File: config.mk
export PLATFORM = sky130hd
export DESIGN_NAME = load_store_unit
export DESIGN_NICKNAME = d
export VERILOG_FILES = /design/src/rtl/lsu_pkg.sv /design/src/rtl/lsu_lane_align.sv /design/src/rtl/load_store_unit.sv
export SDC_FILE = /design/constraint.sdc
export NUM_CORES = 1
export LEC_CHECK = 0
export CAP_MARGIN = 0
export CORE_MARGIN = 4
export CORE_UTILIZATION = 45
export DETAILED_ROUTE_END_ITERATION = 10
export PLACE_DENSITY = 0.86
export SYNTH_ARGS = -nofsm -noshare
export SYNTH_HDL_FRONTEND = slang
export SYNTH_SLANG_ARGS = --single-unit
export TNS_END_PERCENT = 100
File: constraint.sdc
create_clock -name clock -period 2.6 [get_ports clock]
set_input_delay 0.52 -clock clock [delete_from_list [all_inputs] [get_ports clock]]
set_output_delay 0.52 -clock clock [all_outputs]
set_load 0.01 [all_outputs]
File: src/rtl/lsu_pkg.sv
`default_nettype none
// ============================================================================
// Module   : lsu_pkg
// Purpose  : Shared size encodings, FSM states and constants for the LSU.
// Revision : 1.0  initial release
// ============================================================================
package lsu_pkg;

    localparam logic [1:0] SIZE_BYTE = 2'b00;
    localparam logic [1:0] SIZE_HALF = 2'b01;
    localparam logic [1:0] SIZE_WORD = 2'b10;

    localparam int WORD_BYTES = 4;

    typedef enum logic [2:0] {
        ST_IDLE     = 3'd0,
        ST_LOAD     = 3'd1,
        ST_STORE_RD = 3'd2,
        ST_STORE_WR = 3'd3,
        ST_RESP     = 3'd4
    } lsu_state_e;

endpackage
`default_nettype wire

File: src/rtl/lsu_lane_align.sv
`default_nettype none
// ============================================================================
// Module   : lsu_lane_align
// Purpose  : Little-endian load extract/extend and sub-word store merge.
// Revision : 1.0  initial release
// ============================================================================
module lsu_lane_align
    import lsu_pkg::*;
(
    input  logic [31:0] i_word,
    input  logic [1:0]  i_offset,
    input  logic [1:0]  i_size,
    input  logic        i_unsigned,
    input  logic [31:0] i_old_word,
    input  logic [31:0] i_new_data,
    output logic [31:0] o_load_data,
    output logic [31:0] o_merged
);

    logic [7:0]  w_byte;
    logic [15:0] w_half;

    assign w_byte = i_word[{i_offset, 3'b000} +: 8];
    assign w_half = i_word[{i_offset[1], 4'b0000} +: 16];

    always_comb begin
        o_load_data = i_word;
        o_merged    = i_new_data;
        case (i_size)
            SIZE_BYTE: begin
                o_load_data = {{24{~i_unsigned & w_byte[7]}}, w_byte};
                o_merged    = i_old_word;
                o_merged[{i_offset, 3'b000} +: 8] = i_new_data[7:0];
            end
            SIZE_HALF: begin
                o_load_data = {{16{~i_unsigned & w_half[15]}}, w_half};
                o_merged    = i_old_word;
                o_merged[{i_offset[1], 4'b0000} +: 16] = i_new_data[15:0];
            end
            default: begin
                o_load_data = i_word;
                o_merged    = i_new_data;
            end
        endcase
    end

endmodule
`default_nettype wire

File: src/rtl/load_store_unit.sv
`default_nettype none
// ============================================================================
// Module   : load_store_unit
// Purpose  : Byte/half/word load-store initiator for a word-only data memory;
//            sub-word stores are read-modify-write. Optional macro
//            LSU_RANGE_CHECK_EN enables the MEM_WORDS out-of-range fault.
// Revision : 1.0  initial release
// ============================================================================
module load_store_unit
    import lsu_pkg::*;
#(
    parameter int MEM_WORDS = 256
) (
    input  logic        clock,
    input  logic        reset_n,
    input  logic        iValid,
    output logic        oReady,
    input  logic        iWrite,
    input  logic [1:0]  iSize,
    input  logic        iUnsigned,
    input  logic [31:0] iAddress,
    input  logic [31:0] iData,
    output logic [31:0] oData,
    output logic        oDone,
    output logic        oMisaligned,
    output logic        oFault,
    output logic [31:0] oMemAddress,
    output logic        oMemRead,
    output logic        oMemWrite,
    output logic [31:0] oMemData,
    input  logic [31:0] iMemData
);

    lsu_state_e  state_q, state_d;
    logic        write_q, write_d;
    logic [1:0]  size_q, size_d;
    logic        unsigned_q, unsigned_d;
    logic [31:0] addr_q, addr_d;
    logic [31:0] wdata_q, wdata_d;
    logic [31:0] merge_q, merge_d;
    logic [31:0] load_data_q, load_data_d;
    logic        mis_q, mis_d;
    logic        fault_q, fault_d;

    logic [1:0]  w_size;
    logic        w_misaligned;
    logic        w_range_fault;
    logic [31:0] w_load_result;
    logic [31:0] w_merged;

    assign w_size       = (iSize == 2'b11) ? SIZE_WORD : iSize;
    assign w_misaligned = ((w_size == SIZE_HALF) && iAddress[0]) ||
                          ((w_size == SIZE_WORD) && (iAddress[1:0] != 2'b00));

`ifdef LSU_RANGE_CHECK_EN
    assign w_range_fault = ({2'b00, iAddress[31:2]} >= 32'(MEM_WORDS));
`else
    assign w_range_fault = 1'b0;
    if (MEM_WORDS > 0) begin : g_mem_words_unused
    end
`endif

    lsu_lane_align u_lane_align (
        .i_word      (iMemData),
        .i_offset    (addr_q[1:0]),
        .i_size      (size_q),
        .i_unsigned  (unsigned_q),
        .i_old_word  (merge_q),
        .i_new_data  (wdata_q),
        .o_load_data (w_load_result),
        .o_merged    (w_merged)
    );

    always_comb begin
        state_d     = state_q;
        write_d     = write_q;
        size_d      = size_q;
        unsigned_d  = unsigned_q;
        addr_d      = addr_q;
        wdata_d     = wdata_q;
        merge_d     = merge_q;
        load_data_d = load_data_q;
        mis_d       = mis_q;
        fault_d     = fault_q;
        case (state_q)
            ST_IDLE: begin
                if (iValid) begin
                    write_d    = iWrite;
                    size_d     = w_size;
                    unsigned_d = iUnsigned;
                    addr_d     = iAddress;
                    wdata_d    = iData;
                    // Misalignment wins over an out-of-range address.
                    mis_d      = w_misaligned;
                    fault_d    = ~w_misaligned & w_range_fault;
                    if (w_misaligned || w_range_fault)
                        state_d = ST_RESP;
                    else if (!iWrite)
                        state_d = ST_LOAD;
                    else if (w_size == SIZE_WORD)
                        state_d = ST_STORE_WR;
                    else
                        state_d = ST_STORE_RD;
                end
            end
            ST_LOAD: begin
                load_data_d = w_load_result;
                state_d     = ST_RESP;
            end
            ST_STORE_RD: begin
                merge_d = iMemData;
                state_d = ST_STORE_WR;
            end
            ST_STORE_WR: state_d = ST_RESP;
            ST_RESP:     state_d = ST_IDLE;
            default:     state_d = ST_IDLE;
        endcase
    end

    always_ff @(posedge clock or negedge reset_n) begin
        if (!reset_n) begin
            state_q     <= ST_IDLE;
            write_q     <= 1'b0;
            size_q      <= SIZE_BYTE;
            unsigned_q  <= 1'b0;
            addr_q      <= '0;
            wdata_q     <= '0;
            merge_q     <= '0;
            load_data_q <= '0;
            mis_q       <= 1'b0;
            fault_q     <= 1'b0;
        end else begin
            state_q     <= state_d;
            write_q     <= write_d;
            size_q      <= size_d;
            unsigned_q  <= unsigned_d;
            addr_q      <= addr_d;
            wdata_q     <= wdata_d;
            merge_q     <= merge_d;
            load_data_q <= load_data_d;
            mis_q       <= mis_d;
            fault_q     <= fault_d;
        end
    end

    // Strobes come straight from the state register so reset kills them at once.
    assign oReady      = (state_q == ST_IDLE);
    assign oMemRead    = (state_q == ST_LOAD) || (state_q == ST_STORE_RD);
    assign oMemWrite   = (state_q == ST_STORE_WR);
    assign oMemData    = oMemWrite ? w_merged : 32'h0;
    assign oMemAddress = {addr_q[31:2], 2'b00};
    assign oDone       = (state_q == ST_RESP);
    assign oMisaligned = oDone & mis_q;
    assign oFault      = oDone & fault_q;
    assign oData       = load_data_q;

    logic w_unused;
    assign w_unused = write_q;

endmodule
`default_nettype wire
# After elaboration in Yosys (flattened, before gate mapping)
# Index checks and enable logic that the tools add are counted.
# totals
register_bits,135
inputBits,103
elab_cells,49
# op_classes
addsub,2
n_eq_ne,9
n_shift,6
muxes,11
n_bitwise,4
n_reduce_logical,9
# op_table
op,count
32-bit case mux with 2 select lines,2
32-bit bitwise mux,2
32-bit 2-to-1 mux,1
16-bit by 7-bit variable shift with 32-bit output (first input constant),1
8-bit by 7-bit variable shift with 32-bit output (first input constant),1
16-bit by 7-bit indexed part select with 32-bit output,1
32-bit by 6-bit indexed part select with 16-bit output,1
32-bit by 6-bit indexed part select with 8-bit output,1
8-bit by 7-bit indexed part select with 32-bit output,1
5-bit negator with 7-bit output,2
3-bit case mux with 3 select lines,1
3-bit by 2-bit == test with 1-bit output (second input constant),2
3-bit 2-to-1 mux,2
2-bit by 1-bit == test with 1-bit output (second input constant),2
2-bit == test (second input constant),2
2-bit 2-to-1 mux,2
1-bit bitwise AND,3
3-bit by 1-bit == test with 1-bit output (second input constant),1
3-bit == test (second input constant),1
3-bit logical NOT,1
1-bit logical AND,2
2-bit logical NOT,1
1-bit logical OR,2
2-bit != test (second input constant),1
other kinds (5),5

# Longest topological paths before layout
# Gate-level depths: netlist of run 1.
# logic_depth
depth_word,8
mapped_depth,8
mapped_depth_nobuf,5

# Cells and area by module
# Synthesis of run 1 repeated with hierarchy kept, for this count alone.
# unflattened
hier_cells,650
area_unflattened_um2,7345.8
# by_module_without_submodules
mod,instances,cells_each,area_each_um2,seq_area_each_um2
load_store_unit,1,374,5562.8,3378.2
lsu_lane_align,1,276,1783.0,0.0

# Least setup slack after synthesis of run 1
# No wires, ideal clock.
# synth_timing
kind,reg-to-output
from,register addr_q[1]
to,output port oMemData[15]
arrival_ns,2.416
setup_slack_ns,-0.336
stages_incl_launch_ff,9
n_path_buf,3
path_cell_list,dfrtp_1 > buf_2 > clkbuf_1 > inv_1 > ha_1 > and2_1 > buf_1 > a221oi_1 > a2111oi_0
# synth_between
elab_chain_len,5
word_cells_on_any_way,10
classes_between,add/sub (2); shift (4); mux (4)
# synth_lines
item,line_no,rtl
"start, declared",load_store_unit.sv:38,"logic [31:0] addr_q, addr_d;"
"start signal, assigned",load_store_unit.sv:137,addr_q <= addr_d;
"5-bit negator with 7-bit output, on equally long branches","lsu_lane_align.sv:38, lsu_lane_align.sv:33",
16-bit by 7-bit indexed part select with 32-bit output (tied with other cells),lsu_lane_align.sv:38,"o_merged[{i_offset[1], 4'b0000} +: 16] = i_new_data[15:0];"
"32-bit bitwise mux, on equally long branches","lsu_lane_align.sv:38, lsu_lane_align.sv:33",
32-bit case mux with 2 select lines *,lsu_lane_align.sv:29,case (i_size)
32-bit 2-to-1 mux *,load_store_unit.sv:150,assign oMemData = oMemWrite ? w_merged : 32'h0;
"end, declared",load_store_unit.sv:30,"output logic [31:0] oMemData,"
# Every way passes the cells marked *; elsewhere a longest branch is shown, timed or not.

# Final worst setup path of run 1
# layout_timing
from,register addr_q[1]
to,output port oMemData[10]
# The elaborated chain is that of the path after synthesis.

==> flow_metrics.env, run 1 <==
export IMPL_numPortBuffers=201
export IMPL_drc_errors=0
export IMPL_initialDrtViolationCount=527
export IMPL_crit_required_ns=2.08
export IMPL_grt_pass1_wl_um=36500
export IMPL_layout_setup_ws_ns=-0.225
export IMPL_grt_max_degree=72
export IMPL_hold_path_class="input pin to asynchronous set/reset pin"
export IMPL_clk_pin_slew_worst_paths_ns=0.06
export IMPL_crit_type="flip-flop to output port"
export IMPL_nets=985
export IMPL_die_y_um=139
export IMPL_die_area_mm2=0.0192
export IMPL_leakage_nw=4.30
export IMPL_synth_xor_area_share_pct=0
export IMPL_antenna_found_initial=0
export IMPL_wl_per_cell_um=21.2
export IMPL_die_w_um=139
export IMPL_synth_top_area_cell="dfrtp_1"
export IMPL_max_freq_ghz=0.354
export IMPL_max_slew_margin_pct=49.4
export IMPL_final_cell_mix="168 x clkdlybuf4s50_1, 133 x dfrtp_1, 115 x mux2_2"
export IMPL_finClkSkew_ns=0.00473
export IMPL_grt_ovfl_total=0
export IMPL_synth_area_top_cells="dfrtp_1 44%, mux2_2 17%, mux2i_1 4.0%"
export IMPL_powerDensity_mw_per_mm2=1290
export IMPL_crit_chain="buf_4 -> buf_4 -> buf_4 -> and2_1 -> buf_4 -> a221oi_1 -> o22ai_1 -> buf_2"
export IMPL_syn_area_mm2=0.00766
export IMPL_synth_compound_area_share_pct=16.2
export IMPL_synth_top_flop_cell="dfrtp_1"
export IMPL_rows=47
export IMPL_worst_slew_pin_slew_ns=0.760
export IMPL_dp_hpwl_um=16700
export IMPL_synth_distinct_cells=47
export IMPL_setup_viol=23
export IMPL_syn_instance_count=692
export IMPL_maxSlewViolCount=0
export IMPL_rsz0062_at_grt="yes"
export IMPL_synth_top_family_by_area="multiplexers"
export IMPL_cts_root_buf="clkbuf_16"
export IMPL_ioPinCount=205
export IMPL_grt_pass1_vias=6572
export IMPL_synth_edff_count=0
export IMPL_place_worst_setup_slack_ns=-0.212
export IMPL_fin_setup_tns_ns=-2.46
export IMPL_synth_top_cell_area_share_pct=44.1
export IMPL_final_common_cell="clkdlybuf4s50_1"
export IMPL_track_usage_pct=23.9
export IMPL_worst_setup_path_start_kind="flip-flop"
export IMPL_finalHoldViolations=0
export IMPL_vias=6451
export IMPL_antenna_cells=0
export IMPL_ys_ff_latch=135
export IMPL_viasPerCell=5.81
export IMPL_start_util_pct=46.1
export IMPL_fin_crit_sh_pct=109
export IMPL_h_tree_depth=4
export IMPL_area_growth_pct=38.6
export IMPL_gp_congestion=0.858
export IMPL_cp_slowest_stage_delay_ns=0.39
export IMPL_cts_sinks=135
export IMPL_async_reset_ff_share_pct=100
export IMPL_ant_nets=0
export IMPL_cpMaxStageDelayCell="dfrtp_1"
export IMPL_arrival_ns=2.30
export IMPL_cts_buffers=17
export IMPL_cp_common_cell="buf_4"
export IMPL_fin_crit_ns=2.82
export IMPL_cp_max_fo=6
export IMPL_status="finished with violations"
export IMPL_seq_area_frac_synth_pct=44.1
export IMPL_peakVddDrop_v=0.000740
export IMPL_synth_avg_cell_area_um2=11.1
export IMPL_maxCapViolCount=0
export IMPL_firstDrtPassIters=5
export IMPL_drive_gt1_share_pct=32.5
export IMPL_synth_adder_area_share_pct=0.816
export IMPL_core_area_mm2=0.0166
export IMPL_clockBufferDepth=2
export IMPL_routed_wl_um=23600
export IMPL_violations="negative setup slack"
export IMPL_synthMuxAreaShare_pct=20.9
export IMPL_clkLatencyLatePin_ns=0.42
export IMPL_synthSimpleGateAreaFrac_pct=10.7
export IMPL_ys_warn_count=0
export IMPL_end_kind="output port"
export IMPL_cts_tree="built"
-- state kept, by name, indices dropped and copies added, names as in the netlist --
signal / flops
addr_q: 32
merge_q: 32
mis_q: 1
oData: 32
size_q: 2
state_q: 3
unsigned_q: 1
wdata_q: 32
-- final cells by class --
class | count | area [um^2]
repair buffers | 259 | 2380
multi-input cells | 455 | 3960
well taps | 220 | 275
inverters | 9 | 36.3
flip-flops and latches | 135 | 3380
fillers | 1307 | 6020
clock inverters | 10 | 123
clock buffers | 22 | 464
-- where the power goes --
group	total (mW)	switching [mW]	leakage, nW	internal [mW]
logic	7.15	3.31	2.44	3.84
registers	4.12	0.945	1.60	3.17
clock network	2.38	0.920	0.265	1.46
-- what timing repair did --
item	4_1_cts	5_1_grt
setup buffers	11	6
resized for setup	117	46
endpoints found under the hold margin	0	0
setup endpoints to repair	32	33
pin swaps	11	16
hold buffers	0	0
-- through the flow --
step	utilization, %	hold slack (ns)	cell area (um^2)	total power [mW]	std cells
final	63.8	0.0288	10600	13.7	1110
after global routing	63.8	0.0453	10600	14.4	1110
after CTS	63.3	0.0334	10500	13.4	1104
after detailed placement	59.4	0.479	9880	10.7	1061
after global placement	59.4	0.480	9880	10.5	1061
after floorplan	-	0.224	7730	8.31	694
-- worst max-delay path: cells and delay by family (launching register included) --
kind | cells | cell delay [ns]
flip-flops | 1 | 0.39
AO/OA/AOI/OAI | 2 | 0.54
buffers and inverters | 5 | 0.77
AND/OR/NAND/NOR | 1 | 0.17
-- kinds of logic after synthesis --
kind of cell,count (synthesis)
AO/OA/AOI/OAI,163
multiplexers,146
AND/OR/NAND/NOR,138
flip-flops,135
buffers and inverters,104
adder cells (fa/ha/maj),5
other,1
-- per-layer routing --
metal	vias to the layer above	share of wire [%]	global-route usage (%)
met5	-	0	0
met4	0	2.5	7.49
met3	51	8.5	7.63
met2	320	49	39.3
met1	3188	40	30.1
li1	2892	-	-
-- synthesized netlist by cell type, types with 2 or more instances --
cell,n
o31ai_1,8
a221oi_1,11
mux2i_1,31
buf_2,17
buf_4,33
nand2_1,13
o211ai_1,14
nand2b_1,5
and3b_1,8
o31a_1,7
a21oi_1,2
nor3_1,3
inv_1,9
a211oi_1,8
ha_1,5
buf_1,6
o211ai_2,10
dfrtp_1,135
a22oi_1,15
mux2_2,115
or2_2,2
nor2b_1,35
a21o_1,7
a31oi_1,8
and2_1,33
a2111oi_0,2
clkbuf_1,37
a41oi_1,10
nor2_1,23
o22ai_1,23
nor3b_1,5
a32oi_1,16
nand3b_1,3
o21ai_0,20
-- worst paths after layout --
check,from,end,slack [ns],cells past startpoint
worst min register to register,addr_q[2],addr_q[2],0.51,1
min in group clock,addr_q[2],addr_q[2],0.51,1
worst max-delay path,addr_q[1],oMemData[10],-0.22,8
worst max register to register,size_q[1],oData[31],0.20,4
max in group asynchronous,reset_n,oData[4],1.88,2
worst min-delay path,reset_n,addr_q[9],0.03,1
Power figures use the tool's default switching activity.
==> run 2: changes to the inputs <==
--- a/config.mk
+++ b/config.mk
@@ -7,10 +7,11 @@
 export LEC_CHECK = 0
 export CAP_MARGIN = 0
 export CORE_MARGIN = 4
-export CORE_UTILIZATION = 45
+export CORE_UTILIZATION = 44
 export DETAILED_ROUTE_END_ITERATION = 10
-export PLACE_DENSITY = 0.86
+export PLACE_DENSITY = 0.77
 export SYNTH_ARGS = -nofsm -noshare
 export SYNTH_HDL_FRONTEND = slang
+export SYNTH_HIERARCHICAL = 1
 export SYNTH_SLANG_ARGS = --single-unit
 export TNS_END_PERCENT = 100
==> flow_metrics.env, run 2 <==
export IMPL_synth_top_cell_area_share_pct=46.0
export IMPL_synth_top_area_cell="dfrtp_1"
export IMPL_antenna_cells=0
export IMPL_dp_hpwl_um=15800
export IMPL_wl_per_cell_um=20.3
export IMPL_fillers=1241
export IMPL_maxSlewViolCount=0
export IMPL_yosysMostFrequentCell="dfrtp_1"
export IMPL_layout_setup_ws_ns=-0.203
export IMPL_synth_avg_cell_area_um2=11.3
export IMPL_finalHoldViolations=0
export IMPL_crit_path_start="addr_q[1]"
export IMPL_cts_sinks=135
export IMPL_crit_type="flip-flop to output port"
export IMPL_area_growth_pct=41.5
export IMPL_rsz0062_at_grt="yes"
export IMPL_crit_required_ns=2.08
export IMPL_status="finished with violations"
export IMPL_synth_distinct_cells=45
export IMPL_h_tree_depth=4
export IMPL_nets=951
export IMPL_p_comb_share_pct=50.1
export IMPL_clkLatencyLatePin_ns=0.41
export IMPL_syn_area_mm2=0.00735
export IMPL_p_clk_share_pct=21.0
export IMPL_drive_gt1_share_pct=34.7
export IMPL_initialDrtViolationCount=366
export IMPL_numPortBuffers=201
export IMPL_cts_root_buf="clkbuf_16"
export IMPL_start_util_pct=45.6
export IMPL_ys_warn_count=6
export IMPL_ant_nets=0
export IMPL_fin_cells=1072
export IMPL_synth_top_flop_cell="dfrtp_1"
export IMPL_cts_tree="built"
export IMPL_peakVddDrop_v=0.000623
export IMPL_seq_area_frac_synth_pct=46.0
export IMPL_hold_path_class="flip-flop to flip-flop"
export IMPL_max_slew_margin_pct=60.5
export IMPL_synth_edff_count=0
export IMPL_grt_ovfl_total=0
export IMPL_r2r_worst_path_cells=9
export IMPL_synth_area_top_cells="dfrtp_1 46%, mux2_2 20%, nand2_1 4.1%"
export IMPL_worst_slew_pin_slew_ns=0.587
export IMPL_clockBufferDepth=2
export IMPL_grt_pass1_wl_um=33600
export IMPL_internal_power_mw=9.12
export IMPL_async_reset_ff_share_pct=100
export IMPL_drc_errors=0
export IMPL_fin_hold_ws_ns=0.489
export IMPL_cts_buffers=17
export IMPL_vias=5854
export IMPL_power_share_sequential_pct=28.8
export IMPL_fin_crit_sh_pct=108
export IMPL_rows=46
export IMPL_r2r_start="addr_q[1]"
export IMPL_die_w_um=137
export IMPL_cp_max_fo=4
export IMPL_powerDensity_mw_per_mm2=1360
export IMPL_setup_viol=32
export IMPL_place_inst=1030
export IMPL_final_common_cell="clkdlybuf4s50_1"
export IMPL_netSwitchingFraction_pct=35.6
export IMPL_reg2reg_to="oData[29]"
export IMPL_fin_crit_ns=2.80
export IMPL_viasPerCell=5.46
export IMPL_grt_pass1_vias=6128
export IMPL_die_area_mm2=0.0188
export IMPL_ys_ff_latch=135
export IMPL_finClkSkew_ns=0.00710
export IMPL_arrival_ns=2.28
export IMPL_max_freq_ghz=0.357
export IMPL_final_cell_mix="168 x clkdlybuf4s50_1, 133 x dfrtp_1, 131 x mux2_2"
export IMPL_r2r_setup_slack_ns=0.27
export IMPL_leakage_nw=4.45
export IMPL_core_area_mm2=0.0161
export IMPL_track_usage_pct=23.4
export IMPL_grt_max_degree=52
export IMPL_end_kind="output port"
export IMPL_routed_wl_um=21800
export IMPL_violations="negative setup slack"
export IMPL_antenna_found_initial=0
export IMPL_ioPinCount=205
export IMPL_gp_congestion=0.896
export IMPL_cp_endpoint="oMemData[28]"
export IMPL_clk_pin_slew_worst_paths_ns=0.06
export IMPL_synthTopCellsByCount="135 x dfrtp_1, 131 x mux2_2, 81 x nand2_1, 40 x buf_4, 35 x and2_1"
export IMPL_die_y_um=137
export IMPL_maxCapViolCount=0
export IMPL_switching_power_mw=5.05
export IMPL_worst_setup_path_start_kind="flip-flop"
export IMPL_syn_instance_count=650
export IMPL_firstDrtPassIters=7
==> run 2: cell types whose count changed after synthesis, moves of 10 or more <==
cell      change
o211ai_2     -10
a22o_1       +18
a41oi_1      -10
nor2b_1      -23
a21oi_1      +29
a32oi_1      -16
mux2_2       +16
nand2_1      +68
clkbuf_1     -22
o211ai_1     -14
nor2_1       -18
mux2i_1      -20
o22ai_1      -22
==> run 2: timing repair <==
action	in CTS	in global routing
resized for setup	175	24
hold buffers	1	0
pin swaps	16	8
endpoints found under the hold margin	32	0
setup endpoints to repair	33	34
buffers inserted	8	2
==> run 2: cell type report <==
cell class / count / area, um^2 / area share (%)
Multi-Input combinational cell: 433 / 3660 / 35.2
Sequential cell: 135 / 3380 / 32.5
Timing Repair Buffer: 250 / 2330 / 22.4
Clock buffer: 18 / 429 / 4.13
Clock inverter: 14 / 302 / 2.90
Tap cell: 216 / 270 / 2.60
Inverter: 6 / 22.5 / 0.217
==> run 2: cells by family after synthesis <==
family	after synthesis	share of synthesized area, %
AND/OR/NAND/NOR	164	12.2
multiplexers	149	22.7
flip-flops	135	46.0
AO/OA/AOI/OAI	112	11.1
buffers and inverters	84	7.12
adder cells (fa/ha/maj)	5	0.852
other	1	0.0510
==> run 2: how the worst min path moves through the flow <==
| stage | start | endpoint | cells past startpoint |
|---|---|---|---|
| after CTS | addr_q[10] | addr_q[10] | 1 |
| after global routing | addr_q[2] | addr_q[2] | 1 |
| after global placement | reset_n | addr_q[25] | 1 |
| after detailed placement | reset_n | addr_q[25] | 1 |
| after floorplan | reset_n | addr_q[0] | 0 |
| final | addr_q[10] | addr_q[10] | 1 |
==> run 2: per-layer routing <==
metal	global-route usage (%)	part of all wire (%)
met1	29.8	42
met2	39.3	50
met3	4.71	5.3
met4	8.92	2.9
met5	0	0
==> run 2: critical path, stage by stage (launching register included) <==
cell and delay, ns:
dfrtp_1 0.40, inv_2 0.13, ha_4 0.24, nand2b_4 0.15, nor4_4 0.25, buf_4 0.17
buf_6 0.11, nand2_2 0.05, o21ai_1 0.09, and2_1 0.14, buf_2 0.13
==> run 2: stage by stage <==
step                      total power, mW  utilization (%)  setup WS, ns  setup TNS, ns  area, um^2
after CTS                            14.0             63.9        -0.148          -2.85       10300
after detailed placement             10.6             58.7        -0.226          -4.67        9460
after global placement               10.4             58.7        -0.171          -3.74        9460
after global routing                 14.9             64.5        -0.306          -7.14       10400
final                                14.2             64.5        -0.203          -4.19       10400
after floorplan                      8.31                -        0.0404              0        7350
==> run 2: power by group through the flow <==
stage          combinational (mW)  clock [mW]  sequential (mW)
6_report                     7.10        2.98             4.09
5_1_grt                      7.61        3.12             4.21
4_1_cts                      6.93        3.01             4.06
3_5_place_dp                 6.57           0             4.06
3_3_place_gp                 6.40           0             4.01
2_1_floorplan                4.48           0             3.83
==> run 3: changes to the inputs <==
--- a/config.mk
+++ b/config.mk
@@ -6,7 +6,6 @@
 export NUM_CORES = 1
 export LEC_CHECK = 0
 export CAP_MARGIN = 0
-export CORE_MARGIN = 4
 export CORE_UTILIZATION = 44
 export DETAILED_ROUTE_END_ITERATION = 10
 export PLACE_DENSITY = 0.77
==> flow_metrics.env, run 3 (synthesis results as in run 2) <==
export IMPL_grt_pass1_vias=6300
export IMPL_antenna_found_initial=1
export IMPL_finalHoldViolations=0
export IMPL_die_w_um=131
export IMPL_r2r_worst_path_cells=9
export IMPL_finClkSkew_ns=0.00940
export IMPL_clkLatencyLatePin_ns=0.42
export IMPL_ioPinCount=205
export IMPL_cts_buffers=17
export IMPL_initialDrtViolationCount=409
export IMPL_grt_max_degree=70
export IMPL_maxCapViolCount=0
export IMPL_cts_tree="built"
export IMPL_area_growth_pct=40.9
export IMPL_max_slew_margin_pct=66.3
export IMPL_internal_power_mw=8.63
export IMPL_hold_path_class="input pin to asynchronous set/reset pin"
export IMPL_fin_crit_sh_pct=112
export IMPL_routed_wl_um=22200
export IMPL_start_util_pct=45.6
export IMPL_reg2reg_to="oData[24]"
export IMPL_switching_power_mw=5.17
export IMPL_rsz0062_at_grt="yes"
export IMPL_layout_setup_ws_ns=-0.306
export IMPL_core_area_mm2=0.0161
export IMPL_track_usage_pct=25.9
export IMPL_status="finished with violations"
export IMPL_crit_required_ns=2.08
export IMPL_worst_slew_pin_slew_ns=0.500
export IMPL_grt_pass1_wl_um=34600
export IMPL_p_comb_share_pct=53.3
export IMPL_power_share_sequential_pct=29.7
export IMPL_p_clk_share_pct=17.0
export IMPL_cp_max_fo=7
export IMPL_gp_congestion=0.861
export IMPL_final_common_cell="clkdlybuf4s50_1"
export IMPL_clk_pin_slew_worst_paths_ns=0.05
export IMPL_fin_cells=1086
export IMPL_h_tree_depth=4
export IMPL_drive_gt1_share_pct=34.4
export IMPL_wl_per_cell_um=20.4
export IMPL_vias=6003
export IMPL_max_freq_ghz=0.344
export IMPL_cts_sinks=135
export IMPL_die_area_mm2=0.0172
export IMPL_viasPerCell=5.53
export IMPL_final_cell_mix="168 x clkdlybuf4s50_1, 134 x dfrtp_1, 131 x mux2_2"
export IMPL_numPortBuffers=201
export IMPL_end_kind="output port"
export IMPL_drc_errors=0
export IMPL_r2r_setup_slack_ns=0.17
export IMPL_crit_type="flip-flop to output port"
export IMPL_nets=964
export IMPL_maxSlewViolCount=0
export IMPL_grt_ovfl_total=0
export IMPL_ant_nets=0
export IMPL_fin_crit_ns=2.91
export IMPL_worst_setup_path_start_kind="flip-flop"
export IMPL_rows=46
export IMPL_place_inst=1027
export IMPL_r2r_start="size_q[1]"
export IMPL_fin_setup_tns_ns=-5.77
export IMPL_clockBufferDepth=2
export IMPL_dp_hpwl_um=15400
export IMPL_arrival_ns=2.39
export IMPL_violations="negative setup slack"
export IMPL_fin_hold_ws_ns=0.0210
export IMPL_die_y_um=131
export IMPL_firstDrtPassIters=5
export IMPL_peakVddDrop_v=0.000573
export IMPL_powerDensity_mw_per_mm2=1330
export IMPL_cts_root_buf="clkbuf_16"
export IMPL_setup_viol=32
export IMPL_fillers=1265
export IMPL_netSwitchingFraction_pct=37.5
export IMPL_leakage_nw=4.47
==> run 3: cell types whose count changed in the layout (fill, tap and decap cells not counted), sizes merged <==
cell / previous run / this run
buf: 81 / 94
bufinv: 9 / 2
clkbuf: 18 / 25
diode: 0 / 1
dlygate4sd3: 1 / 0
nor2b: 13 / 14
==> run 3: area by class of cell <==
type                    count  area [um^2]  share of cell area [%]
diodes                      1         2.50                  0.0242
clock buffers              25          475                    4.59
clock inverters             7         95.1                   0.919
inverters                   6         22.5                   0.218
multi-input cells         434         3670                    35.5
flip-flops and latches    135         3380                    32.6
well taps                 216          270                    2.61
repair buffers            262         2430                    23.5
==> run 3: worst max-delay path by stage <==
stage	startpoint	to	cells past startpoint
6_report	addr_q[0]	oMemData[20]	12
4_1_cts	addr_q[0]	oMemData[25]	12
3_3_place_gp	addr_q[1]	oMemData[31]	8
5_1_grt	addr_q[0]	oMemData[20]	12
2_1_floorplan	addr_q[1]	oMemData[18]	9
3_5_place_dp	addr_q[0]	oMemData[28]	10
==> run 3: timing repair <==
item,in CTS,in global routing
gates cloned,1,0
buffers inserted,18,7
resized for setup,177,26
endpoints found under the setup margin,32,32
pin swaps,18,6
hold buffers,0,0
==> run 3: stage by stage <==
stage	setup slack, ns	area, um^2	util, %	power [mW]
floorplan	0.0404	7350	-	8.31
global placement	-0.181	9440	58.6	10.4
detailed placement	-0.278	9440	58.6	10.7
CTS	-0.290	10200	63.4	13.5
global route	-0.397	10400	64.2	14.5
finish	-0.306	10400	64.2	13.8
==> run 3: power groups by stage <==
stage                     logic (mW)  registers [mW]  clock network, mW
after floorplan                 4.48            3.83                  0
after global placement          6.38            4.01                  0
after detailed placement        6.59            4.07                  0
after CTS                       7.06            4.06               2.40
after global routing            7.85            4.19               2.49
final                           7.36            4.09               2.35
==> run 3: critical path, cell delays in order (launching register included) <==
cell and delay [ns]:
dfrtp_1 0.40, inv_2 0.13, buf_4 0.13, buf_6 0.09
ha_4 0.14, nand2_4 0.05, nor3_4 0.22, buf_6 0.16
buf_4 0.11, a22oi_2 0.06, o221ai_1 0.19, and2_1 0.17
buf_2 0.13
==> run 3: per-layer routing <==
metal | track usage (%) | vias up | wire (um)
li1 | - | 2709 | -
met1 | 32.3 | 3001 | 9280
met2 | 43.5 | 242 | 11100
met3 | 5.32 | 51 | 1210
met4 | 10.9 | 0 | 631
met5 | 0 | - | 0
